`src/rtl/cpu_types_pkg.sv`:
```
`default_nettype none
// ============================================================================
// Module   : cpu_types_pkg
// Purpose  : Shared CPU types (word, register index, hazard FSM states).
// Revision : 1.0 - initial release
// ============================================================================
package cpu_types_pkg;

   typedef logic [31:0] word_t;
   typedef logic [4:0]  regbits_t;

   typedef enum logic [1:0] {
      RUN   = 2'd0,
      DWAIT = 2'd1,
      HALT  = 2'd2
   } hzstate_t;

   localparam word_t c_word_max = 32'hFFFF_FFFF;

endpackage
`default_nettype wire

```
`src/rtl/load_use_detect.sv`:
```
`default_nettype none
// ============================================================================
// Module   : load_use_detect
// Purpose  : Flags an ID-stage read of a register an EX-stage load is writing.
// Revision : 1.0 - initial release
// ============================================================================
module load_use_detect
   import cpu_types_pkg::*;
(
   input  logic     memread_ex,
   input  regbits_t rd_ex,
   input  regbits_t rs_id,
   input  regbits_t rt_id,
   output logic     luse
);

   // r0 is hardwired to zero, so a load targeting it can never create a hazard
   assign luse = memread_ex && (rd_ex != 5'd0) && ((rd_ex == rs_id) || (rd_ex == rt_id));

endmodule
`default_nettype wire

```
`src/rtl/hazard_ctrl.sv`:
```
`default_nettype none
// ============================================================================
// Module   : hazard_ctrl
// Purpose  : Pipeline stall/flush/halt control; HAZARD_CTRL_PERF_EN adds
//            saturating stall and flush event counters.
// Revision : 1.0 - initial release
// ============================================================================
module hazard_ctrl
   import cpu_types_pkg::*;
(
   input  logic     CLK,
   input  logic     RST,
   input  logic     ihit,
   input  logic     dhit,
   input  logic     dREN_mem,
   input  logic     dWEN_mem,
   input  logic     memread_ex,
   input  regbits_t rd_ex,
   input  regbits_t rs_id,
   input  regbits_t rt_id,
   input  logic     brtaken_ex,
   input  logic     halt_wb,
   output logic     pc_en,
   output logic     ifid_en,
   output logic     ifid_flush,
   output logic     idex_en,
   output logic     idex_flush,
   output logic     exmem_en,
   output logic     exmem_flush,
   output logic     memwb_en,
   output logic     halted
`ifdef HAZARD_CTRL_PERF_EN
   ,
   output word_t    stall_cnt,
   output word_t    flush_cnt
`endif
);

   hzstate_t r_state, w_state_nxt;
   logic     r_flush_pend, w_flush_pend_nxt;
   logic     w_dreq, w_dmiss, w_luse, w_branch;

   load_use_detect u_luse (
      .memread_ex (memread_ex),
      .rd_ex      (rd_ex),
      .rs_id      (rs_id),
      .rt_id      (rt_id),
      .luse       (w_luse)
   );

   assign w_dreq   = dREN_mem | dWEN_mem;
   assign w_dmiss  = w_dreq & ~dhit;
   assign w_branch = brtaken_ex | r_flush_pend;

   always_ff @(posedge CLK or posedge RST) begin
      if (RST) begin
         r_state      <= RUN;
         r_flush_pend <= 1'b0;
      end else begin
         r_state      <= w_state_nxt;
         r_flush_pend <= w_flush_pend_nxt;
      end
   end

   always_comb begin
      pc_en            = 1'b0;
      ifid_en          = 1'b0;
      ifid_flush       = 1'b0;
      idex_en          = 1'b0;
      idex_flush       = 1'b0;
      exmem_en         = 1'b0;
      exmem_flush      = 1'b0;
      memwb_en         = 1'b0;
      halted           = 1'b0;
      w_state_nxt      = r_state;
      w_flush_pend_nxt = r_flush_pend;
      if (RST) begin
         ifid_flush       = 1'b1;
         idex_flush       = 1'b1;
         exmem_flush      = 1'b1;
         w_state_nxt      = RUN;
         w_flush_pend_nxt = 1'b0;
      end else if (r_state == HALT) begin
         halted = 1'b1;
      end else if (halt_wb) begin
         w_state_nxt = HALT;
      end else if (w_dmiss) begin
         // A branch resolved during the freeze is remembered and flushed on release
         w_state_nxt = DWAIT;
         if (brtaken_ex)
            w_flush_pend_nxt = 1'b1;
      end else begin
         if ((r_state == DWAIT) && w_dreq)
            w_state_nxt = RUN;
         if (w_branch) begin
            pc_en            = 1'b1;
            ifid_en          = 1'b1;
            ifid_flush       = 1'b1;
            idex_en          = 1'b1;
            idex_flush       = 1'b1;
            exmem_en         = 1'b1;
            memwb_en         = 1'b1;
            w_flush_pend_nxt = 1'b0;
         end else if (w_luse) begin
            idex_en    = 1'b1;
            idex_flush = 1'b1;
            exmem_en   = 1'b1;
            memwb_en   = 1'b1;
         end else if (!ihit) begin
            ifid_en    = 1'b1;
            ifid_flush = 1'b1;
            idex_en    = 1'b1;
            exmem_en   = 1'b1;
            memwb_en   = 1'b1;
         end else begin
            pc_en    = 1'b1;
            ifid_en  = 1'b1;
            idex_en  = 1'b1;
            exmem_en = 1'b1;
            memwb_en = 1'b1;
         end
      end
   end

`ifdef HAZARD_CTRL_PERF_EN
   word_t r_stall_cnt, r_flush_cnt;

   always_ff @(posedge CLK or posedge RST) begin
      if (RST) begin
         r_stall_cnt <= '0;
         r_flush_cnt <= '0;
      end else begin
         if (!pc_en && (r_state != HALT) && (r_stall_cnt != c_word_max))
            r_stall_cnt <= r_stall_cnt + 32'd1;
         if (ifid_flush && (r_flush_cnt != c_word_max))
            r_flush_cnt <= r_flush_cnt + 32'd1;
      end
   end

   assign stall_cnt = r_stall_cnt;
   assign flush_cnt = r_flush_cnt;
`endif

endmodule
`default_nettype wire

```
`config.mk`:
```
export PLATFORM = sky130hd
export DESIGN_NAME = hazard_ctrl
export DESIGN_NICKNAME = d
export VERILOG_FILES = /design/src/rtl/cpu_types_pkg.sv /design/src/rtl/load_use_detect.sv /design/src/rtl/hazard_ctrl.sv
export SDC_FILE = /design/constraint.sdc
export NUM_CORES = 1
export LEC_CHECK = 0
export BUFFER_PORTS_ARGS = -buffer_cell sky130_fd_sc_hd__buf_2
export CORE_AREA = 2 2 39 41
export DETAILED_ROUTE_END_ITERATION = 16
export DIE_AREA = 0 0 41 43
export SLEW_MARGIN = 15
export SYNTH_ARGS = -nofsm -noshare
export SYNTH_HDL_FRONTEND = slang
export SYNTH_SLANG_ARGS = --single-unit
```
`constraint.sdc`:
```
create_clock -name CLK -period 1.35 [get_ports CLK]
set_input_delay 0.0675 -clock CLK [delete_from_list [all_inputs] [get_ports CLK]]
set_output_delay 0.0675 -clock CLK [all_outputs]
set_load 0.005 [all_outputs]
```
==> results of run 1 <==
-- repair_timing --
item / 4_1_cts / 5_1_grt
endpoints found under the hold margin: 3 / 0
hold buffers: 1 / 0
pin swaps: 2 / 3
resized for setup: 12 / 5
endpoints found under the setup margin: 7 / 8
setup buffers: 1 / 1
cloned: 0 / 0
-- power breakdown --
part           leakage [nW]  switching [W]  internal, W
Clock                0.0150      0.0000397     0.000110
Sequential           0.0396     0.00000253    0.0000958
Combinational         0.297      0.0000923     0.000121
-- metal layers --
layer  routed length [microns]  track usage  part of all wire  up-vias
li1                          -            -                 -      269
met1                       434       0.1429              0.41      216
met2                       567       0.2094              0.53       21
met3                        64      0.01571             0.060        0
met4                         0      0.02000                 0        0
met5                         0            0                 0        -
-- layout by cell type (no fill, tap or decap), types with 2 or more instances in the layout --
| master | count |
|---|---|
| dfrtp_1 | 3 |
| clkbuf_4 | 3 |
| nor2_1 | 7 |
| buf_4 | 11 |
| buf_2 | 29 |
| nand3_1 | 2 |
| buf_6 | 4 |
| xnor2_1 | 10 |
| nand2_1 | 3 |
| a21oi_1 | 3 |
-- kinds of logic after synthesis --
| family | Yosys count | share of synthesized area |
|---|---|---|
| AOI/OAI and AO/OA | 11 | 0.2046 |
| xor gates and xnor gates | 10 | 0.2273 |
| buffers and inverters | 5 | 0.07790 |
| DFF | 3 | 0.1948 |
| and+or+nand+nor | 22 | 0.2955 |
-- sequential cells by signal, indices dropped and copies added, names as in the netlist --
signal / cells
r_state: 2
r_flush_pend: 1
-- stage by stage --
step / power (W) / setup WS [ps] / hold WS, ps
after CTS: 0.0004568 / -171.4 / 61.77
after global routing: 0.0004965 / -199.3 / 80.66
after floorplan: 0.0001867 / 48.34 / 29.51
after detailed placement: 0.0002736 / -77.36 / 30.25
final: 0.0004616 / -158.4 / 60.48
after global placement: 0.0002719 / -68.48 / 27.80
-- area by class of cell --
type | count | share of cell area
Timing Repair Buffer | 45 | 0.3760
Tap cell | 16 | 0.02662
Sequential cell | 3 | 0.09983
Clock buffer | 4 | 0.03494
Multi-Input combinational cell | 43 | 0.4576
Inverter | 1 | 0.004992
-- final timing paths --
path,start,to,slack (ps),depth (start not counted)
max,r_state[0],idex_flush,-160,5
min,dhit,r_state[0],60,2
min reg2reg,r_flush_pend,r_flush_pend,580,2
max in group asynchronous,RST,r_state[1],840,3
min in group asynchronous,RST,r_state[0],380,3
max reg2reg,r_state[1],r_state[0],20,5
==> flow_summary_export.csv, run 1 <==
group,metric,value,unit
floorplanning,core_area,1384,sq um
clock_network,cts_made_buffers,3,
layout,fill_cells,128,
synth,synth_top_area_frac,0.2273,
route,dr.pass1.iters,2,
synth,syn_nets,75,
clock_network,clock_path_buffers,2,
layout,instances_no_fill,112,
sta,slew_violations,0,
synth,synthTopCellsByCount,"10 x xnor2_1, 7 x nor2_1",
synth,syn_inst,51,
sta,rsz0062_at_grt,"true",
worst_setup_path,path_max_fanout,4,
worst_setup_path,required,1280,ps
worst_setup_path,slowest_delay,360,ps
layout,regArea,75.07,sq um
global_routing,grt_overflow_total,0,
worst_setup_path,crit_buf_inv,2,
hold_path,hp-class,"in2reg",
floorplanning,initial_core_util,0.2785,
placement,dpl.hpwl,820.8,microns
layout,multiInputGateArea,344.1,sq um
global_routing,track_usage,0.1178,
route,vias,506,
clock_network,cts.sinks,3,
pwr,leakagePower,0.3518,nW
synth,syn_area,385.4,sq um
worst_setup_path,critPathArrivalTime,1440,ps
layout,nNetsFinal,121,
clock_network,clk_latency,220,ps
sta,hold_violations,0,
sta,skew,1.512,ps
placement,post_dp_cell_area,620.6,sq um
floorplanning,die_x,41,microns
placement,placed_cells,105,
worst_setup_path,crit_path_start_kind,"flip-flop",
pwr,vdd_drop_max,0.3726,mV
synth,synthFlopType,"dfrtp_1",
sta,fin_crit_sh,1.117,
sta,setup_ws,-158.4,ps
route,wire_per_inst,9.509,microns
synth,yosysMostFrequentCell,"xnor2_1",
placement,numPortBuffers,32,
worst_setup_path,end_kind,"output pin",
global_routing,grt_antenna_before_repair,0,
route,ant_nets,0,
placement,place.gp.congestion,0.6594,
layout,layout-drive-gt1-share,0.6146,
synth,yosys_warnings,0,
layout,post-route-util,0.5434,
global_routing,grt_first_pass_wirelength,1.518,mm
route,vias_per_cell,4.518,
sta,worst_pin_slew,465.0,ps
layout,syn_to_final_growth,95.13,%
floorplanning,die-area,1763,sq um
synth,async_reset_ff_frac,1.000,
worst_setup_path,cp_cell_sequence,"and2b_4, buf_6, nor4_2, a221o_1, buf_2",
route,drc,0,
sta,fin_tns_setup,-226.5,ps
sta,fin_crit,1508,ps
synth,seq_area_frac_synth,0.1948,
synth,synth_top_area_cell,"xnor2_1",
floorplanning,die_y,43,microns
worst_setup_path,worstSetupPathType,"reg2out",
worst_setup_path,worst_path_max_delay_cell,"dfrtp_1",
pwr,p_per_area,613.8,nW/um^2
clock_network,clkTransAtPathRegs,40,ps
sta,relSlewSlack,0.6900,
clock_network,cts_tree,"done",
sta,setup_viol,4,
layout,design_area,752.0,sq um
floorplanning,ios,33,
global_routing,grt_max_degree,11,
synth,synth_edf_count,0,
layout,antenna_cells,0,
run_status,status,"complete, but fails checks",
sta,fmax,662.9,MHz
synth,yosys-top-cells-area,"xnor2_1 23%, dfrtp_1 19%, nor2_1 6.8%, buf_4 5.8%, a21oi_1 3.9%",
global_routing,grt_pass1_vias,415,
run_status,violations,"setup timing",
route,drt-total-wl,1.065,mm
clock_network,h-tree-depth,1,
synth,synth_cell_types,24,
floorplanning,fp-row-count,14,
flow_run,drv_cap,0,
worst_setup_path,critPathTopFamily,"flip-flops",
synth,synth_seq_cells,3,
synth,synth_area_per_cell,7.556,sq um
clock_network,clockRootBuffer,"clkbuf_4",
route,drt-initial-drc-count,2,
Power figures use the tool's default switching activity.
==> inputs of run 2 (changes only) <==
--- a/config.mk
+++ b/config.mk
@@ -5,10 +5,12 @@
 export SDC_FILE = /design/constraint.sdc
 export NUM_CORES = 1
 export LEC_CHECK = 0
+export ABC_AREA = 1
+export ABC_CLOCK_PERIOD_IN_PS = 1350
 export BUFFER_PORTS_ARGS = -buffer_cell sky130_fd_sc_hd__buf_2
-export CORE_AREA = 2 2 39 41
+export CORE_UTILIZATION = 35
 export DETAILED_ROUTE_END_ITERATION = 16
-export DIE_AREA = 0 0 41 43
+export PLACE_DENSITY = 0.7
 export SLEW_MARGIN = 15
 export SYNTH_ARGS = -nofsm -noshare
 export SYNTH_HDL_FRONTEND = slang
==> run 2 against run 1 <==
- the flow now finishes without violations
- clock power barely moved
- largest power group unchanged
- sequential cell count did not move
- largest cell class unchanged
- die area is 16% lower
- non-clock buffer count is 11 lower
- highest routed layer unchanged
- utilization increased by 4.4 points
- critical path type unchanged
- critical endpoint unchanged
==> flow_summary_export.csv, run 2 <==
group,metric,value,unit
global_routing,track_usage,0.1608,
layout,syn_to_final_growth,48.25,%
worst_setup_path,critPathArrivalTime,1200,ps
layout,regArea,75.07,sq um
global_routing,use_met3,0.03488,
layout,nNetsFinal,149,
placement,numPortBuffers,32,
synth,synthFlopType,"dfrtp_1",
synth,syn_nets,113,
sta,relSlewSlack,0.8391,
worst_setup_path,rr_worst_depth,7,
global_routing,grt_antenna_before_repair,0,
worst_setup_path,path_max_fanout,3,
floorplanning,die_y,38.42,microns
placement,dpl.hpwl,838.3,microns
synth,synth_seq_cells,3,
worst_setup_path,r2r_end,"r_state[1]",
worst_setup_path,crit_path_start_kind,"flip-flop",
synth,syn_inst,89,
route,dr.pass1.iters,4,
layout,layout-drive-gt1-share,0.3710,
worst_setup_path,regToRegStartpoint,"r_state[1]",
clock_network,cts_made_buffers,3,
floorplanning,initial_core_util,0.3964,
floorplanning,die-area,1476,sq um
clock_network,clk_latency,230,ps
flow_run,drv_cap,0,
global_routing,gr-max-usage-layer,"met2",
sta,worst_pin_slew,240.6,ps
global_routing,gr-usage-met1,0.2014,
global_routing,grt_first_pass_wirelength,1.676,mm
hold_path,hp-class,"in2reg",
hold_path,hold_start,"halt_wb",
layout,fill_cells,125,
clock_network,cts.sinks,3,
route,wire_per_inst,7.210,microns
hold_path,holdPathStages,3,
clock_network,clkTransAtPathRegs,40,ps
worst_setup_path,required,1280,ps
synth,synth_edf_count,0,
sta,hold_violations,0,
route,ant_nets,0,
sta,fmax,791.9,MHz
layout,final_common_cell,"buf_2",
worst_setup_path,cp-startpoint,"r_state[0]",
layout,largest-register,"r_state",
synth,syn_area,464.2,sq um
route,drt-total-wl,995,microns
sta,fin_crit,1263,ps
synth,async_reset_ff_frac,1.000,
synth,synth_top_area_frac,0.2588,
pwr,vdd_drop_max,0.4098,mV
pwr,p_per_area,617.9,nW/um^2
global_routing,grt_pass1_vias,485,
synth,seq_area_frac_synth,0.1617,
layout,antenna_cells,0,
worst_setup_path,end_kind,"output pin",
layout,reg_top3,"r_state: 2 flops, r_flush_pend: 1 flops",
sta,slew_violations,0,
layout,layout_common_cells,"32 x buf_2, 31 x nand2_1, 18 x inv_1, 11 x nor2_1",
synth,yosys-top-cells-area,"nand2_1 26%, dfrtp_1 16%, inv_1 15%, nor2_1 11%, buf_4 4.9%",
worst_setup_path,worstSetupPathType,"reg2out",
global_routing,grt_overflow_total,0,
hold_path,hold_path_end,"r_state[1]",
clock_network,clock_path_buffers,2,
placement,place.gp.congestion,0.7616,
route,vias_per_cell,4.268,
clock_network,cts_tree,"done",
synth,synth_area_per_cell,5.216,sq um
sta,setup_viol,0,
floorplanning,die_x,38.42,microns
synth,yosys_warnings,0,
synth,yosysMostFrequentCell,"nand2_1",
global_routing,gr-usage-met2,0.2712,
route,drc,0,
floorplanning,ios,33,
synth,synth_cell_types,17,
synth,synth_top_area_cell,"nand2_1",
sta,finalHoldWorstSlack,158.9,ps
synth,synthTopCellsByCount,"32 x nand2_1, 18 x inv_1, 13 x nor2_1",
sta,fin_tns_setup,0,ps
clock_network,h-tree-depth,1,
pwr,leakagePower,0.4499,nW
run_status,status,"finished clean",
worst_setup_path,r2r_setup_slack,220,ps
sta,skew,3.172,ps
route,drt-initial-drc-count,2,
global_routing,grt_max_degree,7,
clock_network,clockRootBuffer,"clkbuf_4",
floorplanning,fp-row-count,12,
layout,largest_reg_flops,2,
floorplanning,core_area,1171,sq um
layout,multiInputGateArea,316.6,sq um
route,vias,589,
sta,fin_crit_sh,0.9354,
[run 2: critical path, cell delays in order (launching register included)]
cell,delay [ps]
dfrtp_1,350
inv_1,100
nand2_2,80
nand3_4,100
nand2_1,70
a21boi_2,150
buf_2,120
[run 2: kinds of logic after synthesis]
| group | share of synthesized area |
|---|---|
| DFF | 0.1617 |
| AOI/OAI and AO/OA | 0.1213 |
| xor gates and xnor gates | 0.03774 |
| and+or+nand+nor | 0.4690 |
| buffers and inverters | 0.2102 |
[run 2: timing repair]
item | 4_1_cts | 5_1_grt
pin swaps | 0 | 2
resized for setup | 1 | 5
hold endpoints to repair | 3 | 0
setup buffers | 0 | 1
setup endpoints to repair | 2 | 4
hold buffers | 1 | 0
[run 2: worst max-delay path by stage]
stage / cells after the start / slack, ps / end
2_1_floorplan: 5 / 310 / pc_en
3_3_place_gp: 6 / 260 / pc_en
3_5_place_dp: 6 / 210 / pc_en
4_1_cts: 6 / 3 / pc_en
5_1_grt: 6 / -6 / pc_en
6_report: 6 / 90 / idex_flush
[run 2: metrics by stage]
| stage | worst slack [ps] | cell area, sq um | total power [W] | std cells | utilization |
|---|---|---|---|---|---|
| floorplan | 306.5 | 464.2 | 0.0001942 | 89 | - |
| global placement | 256.9 | 619.3 | 0.0002563 | 132 | 0.5288 |
| detailed placement | 213.7 | 619.3 | 0.0002574 | 132 | 0.5288 |
| CTS | 3.322 | 658.1 | 0.0004198 | 137 | 0.5620 |
| global route | -6.451 | 688.2 | 0.0004701 | 138 | 0.5876 |
| finish | 87.16 | 688.2 | 0.0004252 | 138 | 0.5876 |
[run 2: power breakdown]
| part | internal, W | switching (W) |
|---|---|---|
| clock | 0.000110 | 0.0000412 |
| sequential | 0.0000971 | 0.00000390 |
| combinational | 0.0000815 | 0.0000912 |
| total | 0.000289 | 0.000136 |
[run 2: final cells by class]
cell class / instances / area share
multi-input cells: 63 / 0.4600
repair buffers: 34 / 0.2582
flip-flops and latches: 3 / 0.1091
inverters: 20 / 0.1091
clock buffers: 4 / 0.03818
well taps: 14 / 0.02545
[run 2: metal layers]
| layer | vias up | part of all wire |
|---|---|---|
| met2 | 17 | 0.44 |
| met3 | 0 | 0.049 |
| met5 | - | 0 |
| met1 | 234 | 0.51 |
| li1 | 338 | - |
| met4 | 0 | 0 |
